$ cat src/rtl/enc_pkg.sv
// Shared constants, FSM state type and the 4:2 priority helper for the 64-line drain encoder.
package enc_pkg;

  localparam int N     = 64;
  localparam int IDX_W = 6;

  typedef enum logic {
    IDLE = 1'b0,
    EMIT = 1'b1
  } state_t;

  // Index of the lowest set bit of a 4-bit group; 0 when the group is empty.
  function automatic logic [1:0] prio4(input logic [3:0] v);
    logic [1:0] r;
    r = 2'd0;
    if (v[0])      r = 2'd0;
    else if (v[1]) r = 2'd1;
    else if (v[2]) r = 2'd2;
    else if (v[3]) r = 2'd3;
    return r;
  endfunction

endpackage

$ cat src/rtl/prio_enc64.sv
// Combinational lowest-set-bit encoder: three levels of 4:2 priority stages,
// mirroring the three 2-bit index groups of the 6:64 decoder.
module prio_enc64
  import enc_pkg::*;
(
  input  logic [63:0] vec,
  output logic [5:0]  idx,
  output logic        found
);

  logic [15:0]      any1;
  logic [15:0][1:0] sub1;
  logic [3:0]       any2;
  logic [3:0][3:0]  sub2;
  logic [1:0]       sel3;

  generate
    for (genvar gi = 0; gi < 16; gi++) begin : g_lvl1
      assign any1[gi] = |vec[4*gi +: 4];
      assign sub1[gi] = prio4(vec[4*gi +: 4]);
    end

    for (genvar gi = 0; gi < 4; gi++) begin : g_lvl2
      logic [3:0][1:0] grp;
      logic [1:0]      sel;
      assign grp          = sub1[4*gi +: 4];
      assign sel          = prio4(any1[4*gi +: 4]);
      assign any2[gi]     = |any1[4*gi +: 4];
      assign sub2[gi]     = {sel, grp[sel]};
    end
  endgenerate

  assign sel3  = prio4(any2);
  assign idx   = {sel3, sub2[sel3]};
  assign found = |any2;

endmodule

$ cat src/rtl/encoder64_drain.sv
// Drains a 64-bit request vector as a stream of set-bit indices, lowest first,
// one beat per set bit with valid/ready handshaking on both sides.
module encoder64_drain #(
  parameter int N     = 64,
  parameter int IDX_W = 6
) (
  input  logic             clk,
  input  logic             reset,
  input  logic             in_valid,
  output logic             in_ready,
  input  logic [N-1:0]     req,
  output logic             out_valid,
  input  logic             out_ready,
  output logic [IDX_W-1:0] idx,
  output logic             last,
  output logic             busy
);
  import enc_pkg::*;

  state_t           state;
  logic [N-1:0]     pending;
  logic [N-1:0]     enc_in;
  logic [N-1:0]     enc_rest;
  logic [IDX_W-1:0] enc_idx;
  logic             enc_found;

  // One shared encoder: sees the fresh request in IDLE, the leftovers in EMIT.
  assign enc_in   = (state == IDLE) ? req : pending;
  assign enc_rest = enc_in & (enc_in - N'(1));

  prio_enc64 u_prio (
    .vec   (enc_in),
    .idx   (enc_idx),
    .found (enc_found)
  );

  assign in_ready = (state == IDLE);
  assign busy     = (state == EMIT);

  always_ff @(posedge clk) begin
    if (reset) begin
      state     <= IDLE;
      pending   <= '0;
      idx       <= '0;
      last      <= 1'b0;
      out_valid <= 1'b0;
    end else begin
      case (state)
        IDLE: begin
          if (in_valid && enc_found) begin
            idx       <= enc_idx;
            pending   <= enc_rest;
            last      <= (enc_rest == '0);
            out_valid <= 1'b1;
            state     <= EMIT;
          end
        end
        EMIT: begin
          if (out_ready) begin
            if (last) begin
              out_valid <= 1'b0;
              last      <= 1'b0;
              state     <= IDLE;
            end else begin
              idx     <= enc_idx;
              pending <= enc_rest;
              last    <= (enc_rest == '0);
            end
          end
        end
        default: state <= IDLE;
      endcase
    end
  end

endmodule

$ cat config.mk
export PLATFORM = sky130hd
export DESIGN_NAME = encoder64_drain
export DESIGN_NICKNAME = d
export VERILOG_FILES = /design/src/rtl/enc_pkg.sv /design/src/rtl/prio_enc64.sv /design/src/rtl/encoder64_drain.sv
export SDC_FILE = /design/constraint.sdc
export NUM_CORES = 1
export LEC_CHECK = 0
export ABC_CLOCK_PERIOD_IN_PS = 3000
export CAP_MARGIN = 20
export CELL_PAD_IN_SITES_DETAIL_PLACEMENT = 0
export CELL_PAD_IN_SITES_GLOBAL_PLACEMENT = 1
export CORE_MARGIN = 3
export CORE_UTILIZATION = 35
export DETAILED_ROUTE_END_ITERATION = 12
export PLACE_DENSITY = 0.71
export SYNTH_ARGS = -nofsm -noshare
export SYNTH_HDL_FRONTEND = slang
export SYNTH_SLANG_ARGS = --single-unit
$ cat constraint.sdc
create_clock -name clk -period 3 [get_ports clk]
set_input_delay 0.6 -clock clk [delete_from_list [all_inputs] [get_ports clk]]
set_output_delay 0.6 -clock clk [all_outputs]
set_load 0.005 [all_outputs]
==> results of run 1 <==
## worst min path at each step
stage | to | slack [ps] | cells past startpoint
6_report | idx[4]$_SDFFE_PP0P_ | 450 | 2
5_1_grt | idx[5]$_SDFFE_PP0P_ | 490 | 2
4_1_cts | idx[4]$_SDFFE_PP0P_ | 460 | 2
3_5_place_dp | idx[4]$_SDFFE_PP0P_ | 450 | 2
3_3_place_gp | idx[4]$_SDFFE_PP0P_ | 440 | 2
2_1_floorplan | pending[59]$_SDFFE_PP0P_ | 440 | 2
## stage by stage
step	util (%)	cells	worst slack [ps]	hold slack (ps)
after floorplan	-	929	-114.9	444.7
after global placement	53.50	1479	-751.8	438.4
after detailed placement	53.50	1479	-811.0	449.2
after CTS	57.84	1508	-223.3	457.5
after global routing	59.97	1520	-414.1	490.2
final	59.97	1520	-267.9	452.3
## power breakdown
group          internal (mW)  switching (mW)  total (mW)  leakage, nW
registers               1.03          0.0809        1.11        0.592
clock network          0.626           0.450        1.08        0.136
logic                  0.857           0.839        1.70         3.78
## routing by layer
metal	up-vias	part of all wire, %	GRT usage (%)
met5	-	0	0
met4	0	3.7	9.192
met3	68	5.8	4.469
met2	350	47	46.36
met1	4163	43	38.15
li1	4196	-	-
## timing repair
action	CTS	global route
endpoints found under the setup margin	57	65
cloned	2	1
pin swaps	13	9
gates resized for setup	76	58
setup buffers	12	11
## layout make-up
type / instances / area share, %
Tap cell: 229 / 2.642
Inverter: 32 / 1.107
Clock buffer: 15 / 2.561
Multi-Input combinational cell: 770 / 48.32
Timing Repair Buffer: 402 / 32.05
Sequential cell: 72 / 13.32
## flip-flops by register name (all words and copies together), names as in the netlist
signal     cells
busy           1
idx            6
last           1
out_valid      1
pending       63
## worst max-delay path, cell delays in order (launching register included)
cell,delay (ps)
sky130_fd_sc_hd__dfxtp_4,430
sky130_fd_sc_hd__buf_12,170
sky130_fd_sc_hd__or3b_1,370
sky130_fd_sc_hd__a222oi_1,340
sky130_fd_sc_hd__buf_4,170
sky130_fd_sc_hd__and4_4,260
sky130_fd_sc_hd__buf_6,130
sky130_fd_sc_hd__buf_4,140
sky130_fd_sc_hd__and2_4,140
sky130_fd_sc_hd__a311o_1,270
sky130_fd_sc_hd__o221ai_2,130
sky130_fd_sc_hd__or3_1,380
sky130_fd_sc_hd__o31ai_1,220
## Yosys cell counts (all sizes together), types with 3 or more instances
cell	number
o22ai	25
a211o	3
a32oi	23
dfxtp	72
or4	3
o22a	3
nand2b	8
o21ai	42
or2	13
o21bai	4
a31oi	10
o21a	4
buf	26
nor3b	36
and2	7
a221oi	3
o211ai	9
nand2	99
a211oi	9
nor4b	4
nor3	63
or3b	7
nand4	7
nand3	5
a311oi	4
nor4	14
o311ai	3
a21oi	82
inv	31
nor2	142
mux2i	34
a22oi	5
o221ai	5
clkbuf	29
a2111oi	3
and4	3
o31ai	7
o32a	5
a21o	6
mux2	12
or3	12
o2111ai	4
nor2b	12
## cells by family after synthesis
| group | count (synthesis) | share of synthesized area, % |
|---|---|---|
| AO/OA/AOI/OAI | 278 | 29.06 |
| buffers and inverters | 87 | 6.087 |
| AND/OR/NAND/NOR | 445 | 34.90 |
| flip-flops | 72 | 22.26 |
| multiplexers | 47 | 7.691 |
## placed cells by master, fill, tap and decap left out, types with 8 or more instances in the layout
cell / count
sky130_fd_sc_hd__buf_4: 295
sky130_fd_sc_hd__nor2_1: 137
sky130_fd_sc_hd__nand2_1: 98
sky130_fd_sc_hd__a21oi_1: 79
sky130_fd_sc_hd__clkdlybuf4s50_1: 74
sky130_fd_sc_hd__dfxtp_1: 71
sky130_fd_sc_hd__nor3_1: 42
sky130_fd_sc_hd__o21ai_0: 33
sky130_fd_sc_hd__mux2i_1: 32
sky130_fd_sc_hd__inv_1: 31
sky130_fd_sc_hd__a32oi_1: 23
sky130_fd_sc_hd__nor3b_2: 18
sky130_fd_sc_hd__nor3_2: 18
sky130_fd_sc_hd__buf_6: 14
sky130_fd_sc_hd__o22ai_1: 13
sky130_fd_sc_hd__nor3b_1: 12
sky130_fd_sc_hd__nor2b_1: 12
sky130_fd_sc_hd__or2_2: 12
sky130_fd_sc_hd__buf_12: 12
sky130_fd_sc_hd__o22ai_2: 11
sky130_fd_sc_hd__mux2_2: 11
sky130_fd_sc_hd__or3_1: 10
sky130_fd_sc_hd__nor4_1: 10
sky130_fd_sc_hd__a31oi_1: 10
sky130_fd_sc_hd__clkbuf_16: 10
sky130_fd_sc_hd__o211ai_1: 9
sky130_fd_sc_hd__nand2b_1: 8
==> Implementation_results.wiki, run 1 <==
{| class="wikitable"
! Metric !! Value
|-
| Rel. slew slack || 42.31%
|-
| Final Total Pwr || 3.879 mW
|-
| Leading area contributor after synthesis || sky130_fd_sc_hd__dfxtp_1
|-
| WL per Instance || 19.46 um
|-
| Synthesized Nets || 997
|-
| Worst-Margin Slew || 865.3 ps
|-
| Total area of multi-input combinational cells || 5241 um^2
|-
| Hold Fails Final Rpt || 0
|-
| Number of distinct standard cells referenced by the synthesized netlist || 84
|-
| Number of rows created at floorplan || 49
|-
| Max Slew Vio Count || 0
|-
| Fraction of final layout cells sized beyond drive strength 1 || 36.87%
|-
| Combined flip-flop and latch cell area || 1445 um^2
|-
| Total global routing track utilization || 28.30%
|-
| Width of the die || 142.0 um
|-
| Post-detailed-placement cell area || 9677 um^2
|-
| Number of H-tree branching levels || 3
|-
| Yosys reg bits || 72
|-
| Area of the mapped netlist || 6475 um^2
|-
| Cell Pwr Density || 357.6 nW/um^2
|-
| Post-layout minimum cycle time || 3268 ps
|-
| Worst Clk Skew || 11.17 ps
|-
| Routed vias/inst || 5.774
|-
| Placed wire-length estimate || 21.54 mm
|-
| Highest attainable clock frequency || 0.3060 GHz
|-
| Net count of the finished layout || 1,355
|-
| Clock transition at the registers of the reported paths || 60 ps
|-
| Largest driver fanout on the critical path || 18
|-
| Die ar. || 20,170 um^2
|-
| Worst hold path type || flip-flop to flip-flop
|-
| Buffer depth of the longest clock path || 2
|-
| Skew-Pair Late Insertion Delay || 350 ps
|-
| Origin of the worst min-delay path || idx[4]$_SDFFE_PP0P_
|-
| Proportion of register bits with asynchronous set or reset after synthesis || 0%
|-
| Synth top area cells || sky130_fd_sc_hd__dfxtp_1 (22%), sky130_fd_sc_hd__nor2_1 (8.2%), sky130_fd_sc_hd__a21oi_1 (6.3%)
|-
| Setup repair after global routing missed its margin || true
|-
| Global-route wire length before repair || 45.56 mm
|-
| Post-detailed-route count of antenna-violating nets || 0
|-
| DR pass1 iterations || 6
|-
| Number of port buffers || 77
|-
| Worst setup startpoint || busy$_SDFF_PP0_
|-
| Data required time of the worst path || 3260 ps
|-
| Number of DRC markers in iteration 0 || 775
|-
| Arrival time at the worst endpoint || 3530 ps
|-
| CTS Root Cell || sky130_fd_sc_hd__clkbuf_16
|-
| Count of fill cells added during filler insertion || 1,666
|-
| Antenna violations before repair || 0
|-
| Reg2reg setup slack || -270 ps
|-
| Overflow after GRT || 0
|-
| Worst IR Drop VDD || 0.0002658 V
|-
| Violated checks || setup timing
|-
| R2r startpoint || busy$_SDFF_PP0_
|-
| Critical Path Sink || last$_SDFFE_PP0P_
|-
| Synthesized area per cell || 6.970 um^2
|-
| Proportion of synthesized chip area in sequential cells || 22.26%
|-
| Placer Congestion || 0.9896
|-
| Status || finished with violations
|-
| Setup TNS Final || -578.2 ps
|-
| Design area || 10,850 um^2
|-
| Leak pwr || 4.506 nW
|-
| Final WL || 29.58 mm
|-
| Post-route DRC || 0
|-
| Total number of yosys warnings || 0
|-
| Vertical die dimension || 142.0 um
|-
| Synthesized instance count || 929
|-
| # IOs || 78
|-
| Number of hold-repair buffers added at the cts stage || 0
|-
| Maximum Capacitance Violations || 0
|-
| CP Launch Type || flip-flop
|-
| Core footprint || 18,090 um^2
|-
| Critical path capture point type || flip-flop
|-
| Initial standard-cell utilization of the core || 35.80%
|-
| Post-route setup slack || -267.9 ps
|-
| Count of vias placed by the detailed router || 8,777
|-
| Destination of the worst register-to-register timing path || last$_SDFFE_PP0P_
|-
| Number of clock buffers inserted by TritonCTS || 9
|-
| Depth of the worst register-to-register path || 12
|-
| Setup violation total in the final timing report || 4
|-
| Number of global-route vias before repair || 8,417
|-
| Synth top area share || 22.26%
|-
| Main synth FF type || sky130_fd_sc_hd__dfxtp_1
|-
| Post-synth EDFFs || 0
|-
| Area grow syn2layout || 67.52%
|-
| Clock sink total || 72
|-
| Antenna diodes || 0
|-
| Maximum number of pins on one net before global-route repair || 69
|-
| Post-route fraction of the period consumed by the critical path || 108.9%
|-
| TritonCTS clock tree || yes
|-
| Kind of critical path || flip-flop to flip-flop
|}
(Power assumes the default switching activity.)
==> run 2, diff against run 1 <==
--- a/config.mk
+++ b/config.mk
@@ -9,7 +9,7 @@
 export CAP_MARGIN = 20
 export CELL_PAD_IN_SITES_DETAIL_PLACEMENT = 0
 export CELL_PAD_IN_SITES_GLOBAL_PLACEMENT = 1
-export CORE_MARGIN = 3
+export CORE_MARGIN = 5
 export CORE_UTILIZATION = 35
 export DETAILED_ROUTE_END_ITERATION = 12
 export PLACE_DENSITY = 0.71
==> run 2 against run 1 <==
  * The flow still finishes with violations (setup timing)
  * Register-to-register slack got worse by 80 ps
  * Critical path depth is the same
  * First-iteration DRC count shrank 6.5%
  * Fmax down 2.5%
  * Wire length decreased by 2.5%
  * Total power grew 0.57%
  * Clock power rose by 7%
  * Worst hold slack better by 0.82 ps
  * Die area up 5.7%
==> Implementation_results.wiki, run 2 (synthesis gave the netlist of run 1 again) <==
{| class="wikitable"
! Metric !! Value
|-
| Status || finished with violations
|-
| Violated checks || setup timing
|-
| Cell Pwr Density || 367.0 nW/um^2
|-
| Largest register by flop count || pending
|-
| Worst setup startpoint || busy$_SDFF_PP0_
|-
| Placed wire-length estimate || 21.94 mm
|-
| R2r startpoint || busy$_SDFF_PP0_
|-
| Met3 global-route usage || 4.029%
|-
| Switching Fraction || 34.90%
|-
| Post-detailed-route count of antenna-violating nets || 0
|-
| Max Slew Vio Count || 0
|-
| Post-layout minimum cycle time || 3350 ps
|-
| Clk network pwr share || 29.6%
|-
| Worst hold path type || flip-flop to flip-flop
|-
| Gr busiest metal || met2
|-
| Placer Congestion || 0.9198
|-
| Data required time of the worst path || 3260 ps
|-
| Vertical die dimension || 146.0 um
|-
| Width of the die || 146.0 um
|-
| Kind of critical path || flip-flop to flip-flop
|-
| GR met1 Demand/Resource || 35.35%
|-
| Destination of the worst register-to-register timing path || last$_SDFFE_PP0P_
|-
| Largest driver fanout on the critical path || 6
|-
| Leak pwr || 4.411 nW
|-
| Highest attainable clock frequency || 0.2985 GHz
|-
| Post-route fraction of the period consumed by the critical path || 111.7%
|-
| Post-route setup slack || -350.4 ps
|-
| Routed vias/inst || 5.688
|-
| Ordered cell list for the critical path || buf_6 -> or3b_4 -> a222oi_1 -> buf_4 -> and4_4 -> buf_8 -> buf_4 -> a31oi_1 -> a31oi_1 -> and4bb_1 -> or3b_4 -> o31ai_2
|-
| CTS Root Cell || sky130_fd_sc_hd__clkbuf_16
|-
| Die ar. || 21,320 um^2
|-
| Global-route wire length before repair || 45.51 mm
|-
| Met2 usage in global routing || 42.96%
|-
| Overflow after GRT || 0
|-
| Number of H-tree branching levels || 3
|-
| Area grow syn2layout || 64.19%
|-
| Clock transition at the registers of the reported paths || 60 ps
|-
| Final Total Pwr || 3.901 mW
|-
| Number of global-route vias before repair || 8,478
|-
| Count of vias placed by the detailed router || 8,623
|-
| Most frequent standard cell in the layout excluding fill and tap cells || sky130_fd_sc_hd__buf_4
|-
| Total global routing track utilization || 26.29%
|-
| Proportion of power drawn by combinational gates || 42.0%
|-
| Clock sink total || 72
|-
| Top Family by Delay on Critical Path || simple AND/OR/NAND/NOR gates
|-
| Setup repair after global routing missed its margin || true
|-
| Net switching power of the design || 1.362 mW
|-
| Worst Hold End || idx[4]$_SDFFE_PP0P_
|-
| Worst-Margin Slew || 946.3 ps
|-
| WL per Instance || 19.03 um
|-
| Commonest non-fill, non-tap cells in the layout || sky130_fd_sc_hd__buf_4 (300), sky130_fd_sc_hd__nor2_1 (139), sky130_fd_sc_hd__nand2_1 (98), sky130_fd_sc_hd__a21oi_1 (78), sky130_fd_sc_hd__dfxtp_1 (71)
|-
| Critical path's slowest cell || sky130_fd_sc_hd__dfxtp_4
|-
| Skew-Pair Late Insertion Delay || 350 ps
|-
| Maximum Capacitance Violations || 0
|-
| Maximum number of pins on one net before global-route repair || 69
|-
| Post-route DRC || 0
|-
| Antenna diodes || 0
|-
| Origin of the worst min-delay path || idx[4]$_SDFFE_PP0P_
|-
| Worst hold stages || 2
|-
| Number of DRC markers in iteration 0 || 725
|-
| TritonCTS clock tree || yes
|-
| Cell-internal power || 2.540 mW
|-
| Core footprint || 18,090 um^2
|-
| Number of clock buffers inserted by TritonCTS || 9
|-
| Rel. slew slack || 36.49%
|-
| Worst Clk Skew || 8.073 ps
|-
| DR pass1 iterations || 6
|-
| Arrival time at the worst endpoint || 3620 ps
|-
| Final WL || 28.85 mm
|-
| Seq pwr share || 28.4%
|-
| Critical path capture point type || flip-flop
|-
| Depth of the worst register-to-register path || 12
|-
| Net count of the finished layout || 1,350
|-
| Post-layout utilization of the core || 58.78%
|-
| Number of port buffers || 77
|-
| Top flop regs || pending: 63 flops, idx: 6 flops
|-
| Reg2reg setup slack || -350 ps
|-
| Worst IR Drop VDD || 0.0002902 V
|-
| Worst path buffer plus inverter count || 4
|-
| Setup violation total in the final timing report || 26
|-
| Worst Hold Slack || 453.1 ps
|-
| CP Launch Type || flip-flop
|-
| Antenna violations before repair || 0
|-
| Initial standard-cell utilization of the core || 35.80%
|-
| Fraction of final layout cells sized beyond drive strength 1 || 34.97%
|-
| Buffer depth of the longest clock path || 2
|-
| Hold Fails Final Rpt || 0
|-
| # IOs || 78
|-
| Flip-flop count of the largest register, all copies and words added || 63
|-
| Number of rows created at floorplan || 49
|-
| Worst path max stage delay || 430 ps
|}
==> run 2: cell count changes in the layout (fill, tap and decap cells not counted), sizes merged <==
cell           change
clkinvlp           +1
clkdlybuf4s50      -6
dlygate4sd2        +6
clkinv             +2
inv                +1
bufinv             +1
buf                -4
clkbuf             -5
==> run 2: worst register-to-register path: stages (launching register included) <==
cell and delay (ps):
sky130_fd_sc_hd__dfxtp_4 430, sky130_fd_sc_hd__buf_6 150, sky130_fd_sc_hd__or3b_4 380, sky130_fd_sc_hd__a222oi_1 410, sky130_fd_sc_hd__buf_4 200, sky130_fd_sc_hd__and4_4 250, sky130_fd_sc_hd__buf_8 140, sky130_fd_sc_hd__buf_4 110
sky130_fd_sc_hd__a31oi_1 100, sky130_fd_sc_hd__a31oi_1 290, sky130_fd_sc_hd__and4bb_1 220, sky130_fd_sc_hd__or3b_4 370, sky130_fd_sc_hd__o31ai_2 220
==> run 2: final cells by class <==
cell class / count / area (um^2)
Fill cell: 1698 / 7455
Clock buffer: 11 / 252.7
Inverter: 32 / 120.1
Tap cell: 229 / 286.5
Sequential cell: 72 / 1445
Multi-Input combinational cell: 770 / 5119
Clock inverter: 5 / 53.80
Timing Repair Buffer: 397 / 3354
==> run 2: worst max path at each step <==
stage | endpoint | slack (ps) | cells after the start
after floorplan | last$_SDFFE_PP0P_ | -110 | 9
after global placement | last$_SDFFE_PP0P_ | -810 | 12
after detailed placement | last$_SDFFE_PP0P_ | -820 | 11
after CTS | last$_SDFFE_PP0P_ | -340 | 11
after global routing | last$_SDFFE_PP0P_ | -380 | 11
final | last$_SDFFE_PP0P_ | -350 | 12
==> run 2: layer usage <==
metal,vias up,routed length (um)
met3,56,1587
met4,0,959
li1,4189,-
met5,-,0
met2,272,13210
met1,4106,13090
==> run 2: repair_timing <==
item,in CTS,in global routing
setup endpoints to repair,72,70
buffers inserted,9,2
gates cloned,1,0
gates resized for setup,50,48
pin swaps,14,13
hold buffers,0,0
==> run 2: per-stage QoR <==
stage	setup WS [ps]	area, um^2	setup TNS [ps]	instances
after global placement	-807.2	9746	-26860	1488
after detailed placement	-818.0	9746	-28560	1488
after CTS	-340.8	10370	-1120	1514
final	-350.4	10630	-1491	1516
after floorplan	-114.9	6526	-114.9	929
after global routing	-378.1	10630	-5199	1516
==> run 2: power by group through the flow <==
| stage | combinational (mW) | sequential (mW) | clock, mW |
|---|---|---|---|
| 6_report | 1.64 | 1.11 | 1.16 |
| 5_1_grt | 1.76 | 1.11 | 1.22 |
| 4_1_cts | 1.57 | 1.10 | 1.18 |
| 3_3_place_gp | 1.51 | 1.11 | 0 |
| 3_5_place_dp | 1.50 | 1.11 | 0 |
| 2_1_floorplan | 0.718 | 1.10 | 0 |
==> run 3, diff against run 2 <==
--- a/config.mk
+++ b/config.mk
@@ -12,7 +12,7 @@
 export CORE_MARGIN = 5
 export CORE_UTILIZATION = 35
 export DETAILED_ROUTE_END_ITERATION = 12
-export PLACE_DENSITY = 0.71
+export PLACE_DENSITY = 0.74
 export SYNTH_ARGS = -nofsm -noshare
 export SYNTH_HDL_FRONTEND = slang
 export SYNTH_SLANG_ARGS = --single-unit
==> run 3 against run 2 <==
  * The run still ends with setup timing left
  * Global-route usage hardly changed
  * Count of clock-buffer cells in the layout rose by 1
  * Critical endpoint unchanged
  * Total power increased by 4.9%
  * Critical path type unchanged
  * Largest power group unchanged
  * Setup slack got worse by 1.7 ps
  * Fmax about the same
  * Cell count rose by 1.5%
==> Implementation_results.wiki, run 3 (synthesis gave the netlist of run 1 again) <==
{| class="wikitable"
! Metric !! Value
|-
| Skew-Pair Late Insertion Delay || 360 ps
|-
| Worst-Margin Slew || 907.3 ps
|-
| Clock transition at the registers of the reported paths || 70 ps
|-
| Maximum Capacitance Violations || 0
|-
| Commonest non-fill, non-tap cells in the layout || sky130_fd_sc_hd__buf_4 (297), sky130_fd_sc_hd__nor2_1 (139), sky130_fd_sc_hd__nand2_1 (94), sky130_fd_sc_hd__dfxtp_1 (71), sky130_fd_sc_hd__a21oi_1 (70)
|-
| Post-route fraction of the period consumed by the critical path || 111.7%
|-
| Status || finished with violations
|-
| Global-route wire length before repair || 45.26 mm
|-
| Clock sink total || 72
|-
| Fraction of final layout cells sized beyond drive strength 1 || 38.73%
|-
| Number of port buffers || 77
|-
| Non-Filler Instances || 1,538
|-
| Post-route setup slack || -352.1 ps
|-
| Number of global-route vias before repair || 8,421
|-
| Largest driver fanout on the critical path || 5
|-
| Core footprint || 18,090 um^2
|-
| Post-layout minimum cycle time || 3352 ps
|-
| Total global routing track utilization || 26.24%
|-
| Worst Clk Skew || 9.948 ps
|-
| Routed vias/inst || 5.939
|-
| Area grow syn2layout || 72.85%
|-
| Data required time of the worst path || 3280 ps
|-
| Arrival time at the worst endpoint || 3630 ps
|-
| Worst IR Drop VDD || 0.0002962 V
|-
| Rel. slew slack || 39.51%
|-
| Antenna violations before repair || 0
|-
| Setup repair after global routing missed its margin || true
|-
| Post-route DRC || 0
|-
| Max Slew Vio Count || 0
|-
| Placer Congestion || 0.9787
|-
| Post-place setup slack || -807.4 ps
|-
| Setup violation total in the final timing report || 40
|-
| Hold Fails Final Rpt || 0
|-
| Initial standard-cell utilization of the core || 35.80%
|-
| Total area of multi-input combinational cells || 5280 um^2
|-
| Placed Cells || 1,485
|-
| Number of rows created at floorplan || 49
|-
| Violated checks || setup timing
|-
| Ordered cell list for the critical path || buf_6 -> or3b_1 -> a222oi_1 -> buf_4 -> and4_4 -> buf_8 -> buf_12 -> nand3_4 -> o41ai_4 -> nand4_1 -> or4_4 -> o31ai_4
|-
| TritonCTS clock tree || yes
|-
| Worst hold stages || 2
|-
| Combined flip-flop and latch cell area || 1445 um^2
|-
| Number of clock buffers inserted by TritonCTS || 9
|-
| Count of vias placed by the detailed router || 9,134
|-
| Highest attainable clock frequency || 0.2983 GHz
|-
| Count of fill cells added during filler insertion || 1,616
|-
| Worst path max stage delay || 540 ps
|-
| Vertical die dimension || 146.0 um
|-
| Cell Pwr Density || 365.7 nW/um^2
|-
| Net count of the finished layout || 1,372
|-
| Largest register by flop count || pending
|-
| Width of the die || 146.0 um
|-
| DR pass1 iterations || 5
|-
| Critical path's slowest cell || sky130_fd_sc_hd__or4_4
|-
| Maximum number of pins on one net before global-route repair || 69
|-
| Critical path capture point type || flip-flop
|-
| Antenna diodes || 0
|-
| Top Family by Delay on Critical Path || simple AND/OR/NAND/NOR gates
|-
| Die ar. || 21,320 um^2
|-
| CTS Root Cell || sky130_fd_sc_hd__clkbuf_16
|-
| Kind of critical path || flip-flop to flip-flop
|-
| # IOs || 78
|-
| Flip-flop count of the largest register, all copies and words added || 63
|-
| Leak pwr || 4.651 nW
|-
| WL per Instance || 19.98 um
|-
| Depth of the worst register-to-register path || 12
|-
| CP Launch Type || flip-flop
|-
| Worst hold path type || flip-flop to flip-flop
|-
| Overflow after GRT || 0
|-
| Top flop regs || pending: 63 flops, idx: 6 flops
|-
| Final WL || 30.73 mm
|-
| Number of H-tree branching levels || 3
|-
| Final Total Pwr || 4.093 mW
|-
| Placed wire-length estimate || 21.80 mm
|-
| Number of cells on the critical path || 12
|-
| Post-detailed-route count of antenna-violating nets || 0
|-
| Worst path buffer plus inverter count || 4
|-
| Buffer depth of the longest clock path || 2
|-
| Number of DRC markers in iteration 0 || 855
|-
| Number of hold-repair buffers added at the cts stage || 0
|-
| Most frequent standard cell in the layout excluding fill and tap cells || sky130_fd_sc_hd__buf_4
|}
## run 3: cell count changes in the layout (fill, tap and decap cells not counted), sizes merged
cell    change
buf        +17
clkbuf      +6
bufbuf      -1
inv         -1
or2         +1
## run 3: path summary, 6_finish.rpt
kind,start,endpoint,slack [ps]
min reg2reg,idx[4]$_SDFFE_PP0P_,idx[4]$_SDFFE_PP0P_,450
max reg2reg,busy$_SDFF_PP0_,last$_SDFFE_PP0P_,-350
max,busy$_SDFF_PP0_,last$_SDFFE_PP0P_,-350
min,idx[4]$_SDFFE_PP0P_,idx[4]$_SDFFE_PP0P_,450
## run 3: layer usage
metal	part of all wire, %	vias to the layer above	global-route usage [%]
li1	-	4240	-
met1	42	4341	35.02
met2	47	453	43.27
met3	7.5	100	3.905
met4	3.7	0	9.454
met5	0	-	0
## run 3: cell type report
type | count | share of cell area (%)
inverter | 32 | 1.073
timing repair buffer | 418 | 33.44
multi-input combinational | 771 | 47.18
tap | 229 | 2.560
clock buffer | 12 | 2.381
clock inverter | 4 | 0.4584
sequential | 72 | 12.91
## run 3: per-stage QoR
stage	cell area [um^2]	utilization (%)	setup TNS (ps)	hold slack [ps]
floorplan	6526	-	-114.9	444.7
global route	11190	61.88	-5930	505.4
detailed placement	9736	53.83	-31260	451.8
global placement	9736	53.83	-31640	443.3
CTS	10590	58.55	-244.9	461.1
finish	11190	61.88	-2044	452.6
## run 3: power by group
group          switching (mW)  internal (mW)  leakage, nW  total, mW
logic                   0.881          0.908         3.90       1.79
clock network           0.486          0.713        0.155       1.20
registers              0.0796           1.03        0.592       1.11
total                    1.45           2.65         4.65       4.09
## run 3: repair_timing
action / in CTS / in global routing
endpoints found under the setup margin: 68 / 68
resized for setup: 73 / 87
buffers inserted: 16 / 14
cloned: 3 / 7
pin swaps: 26 / 31
## run 3: worst reg2reg max path, delay by kind of cell, from the launching register on
kind            cells  cell delay, ps
compound gates      3             940
simple gates        5            1380
flops               1             370
buf+inv             4             560
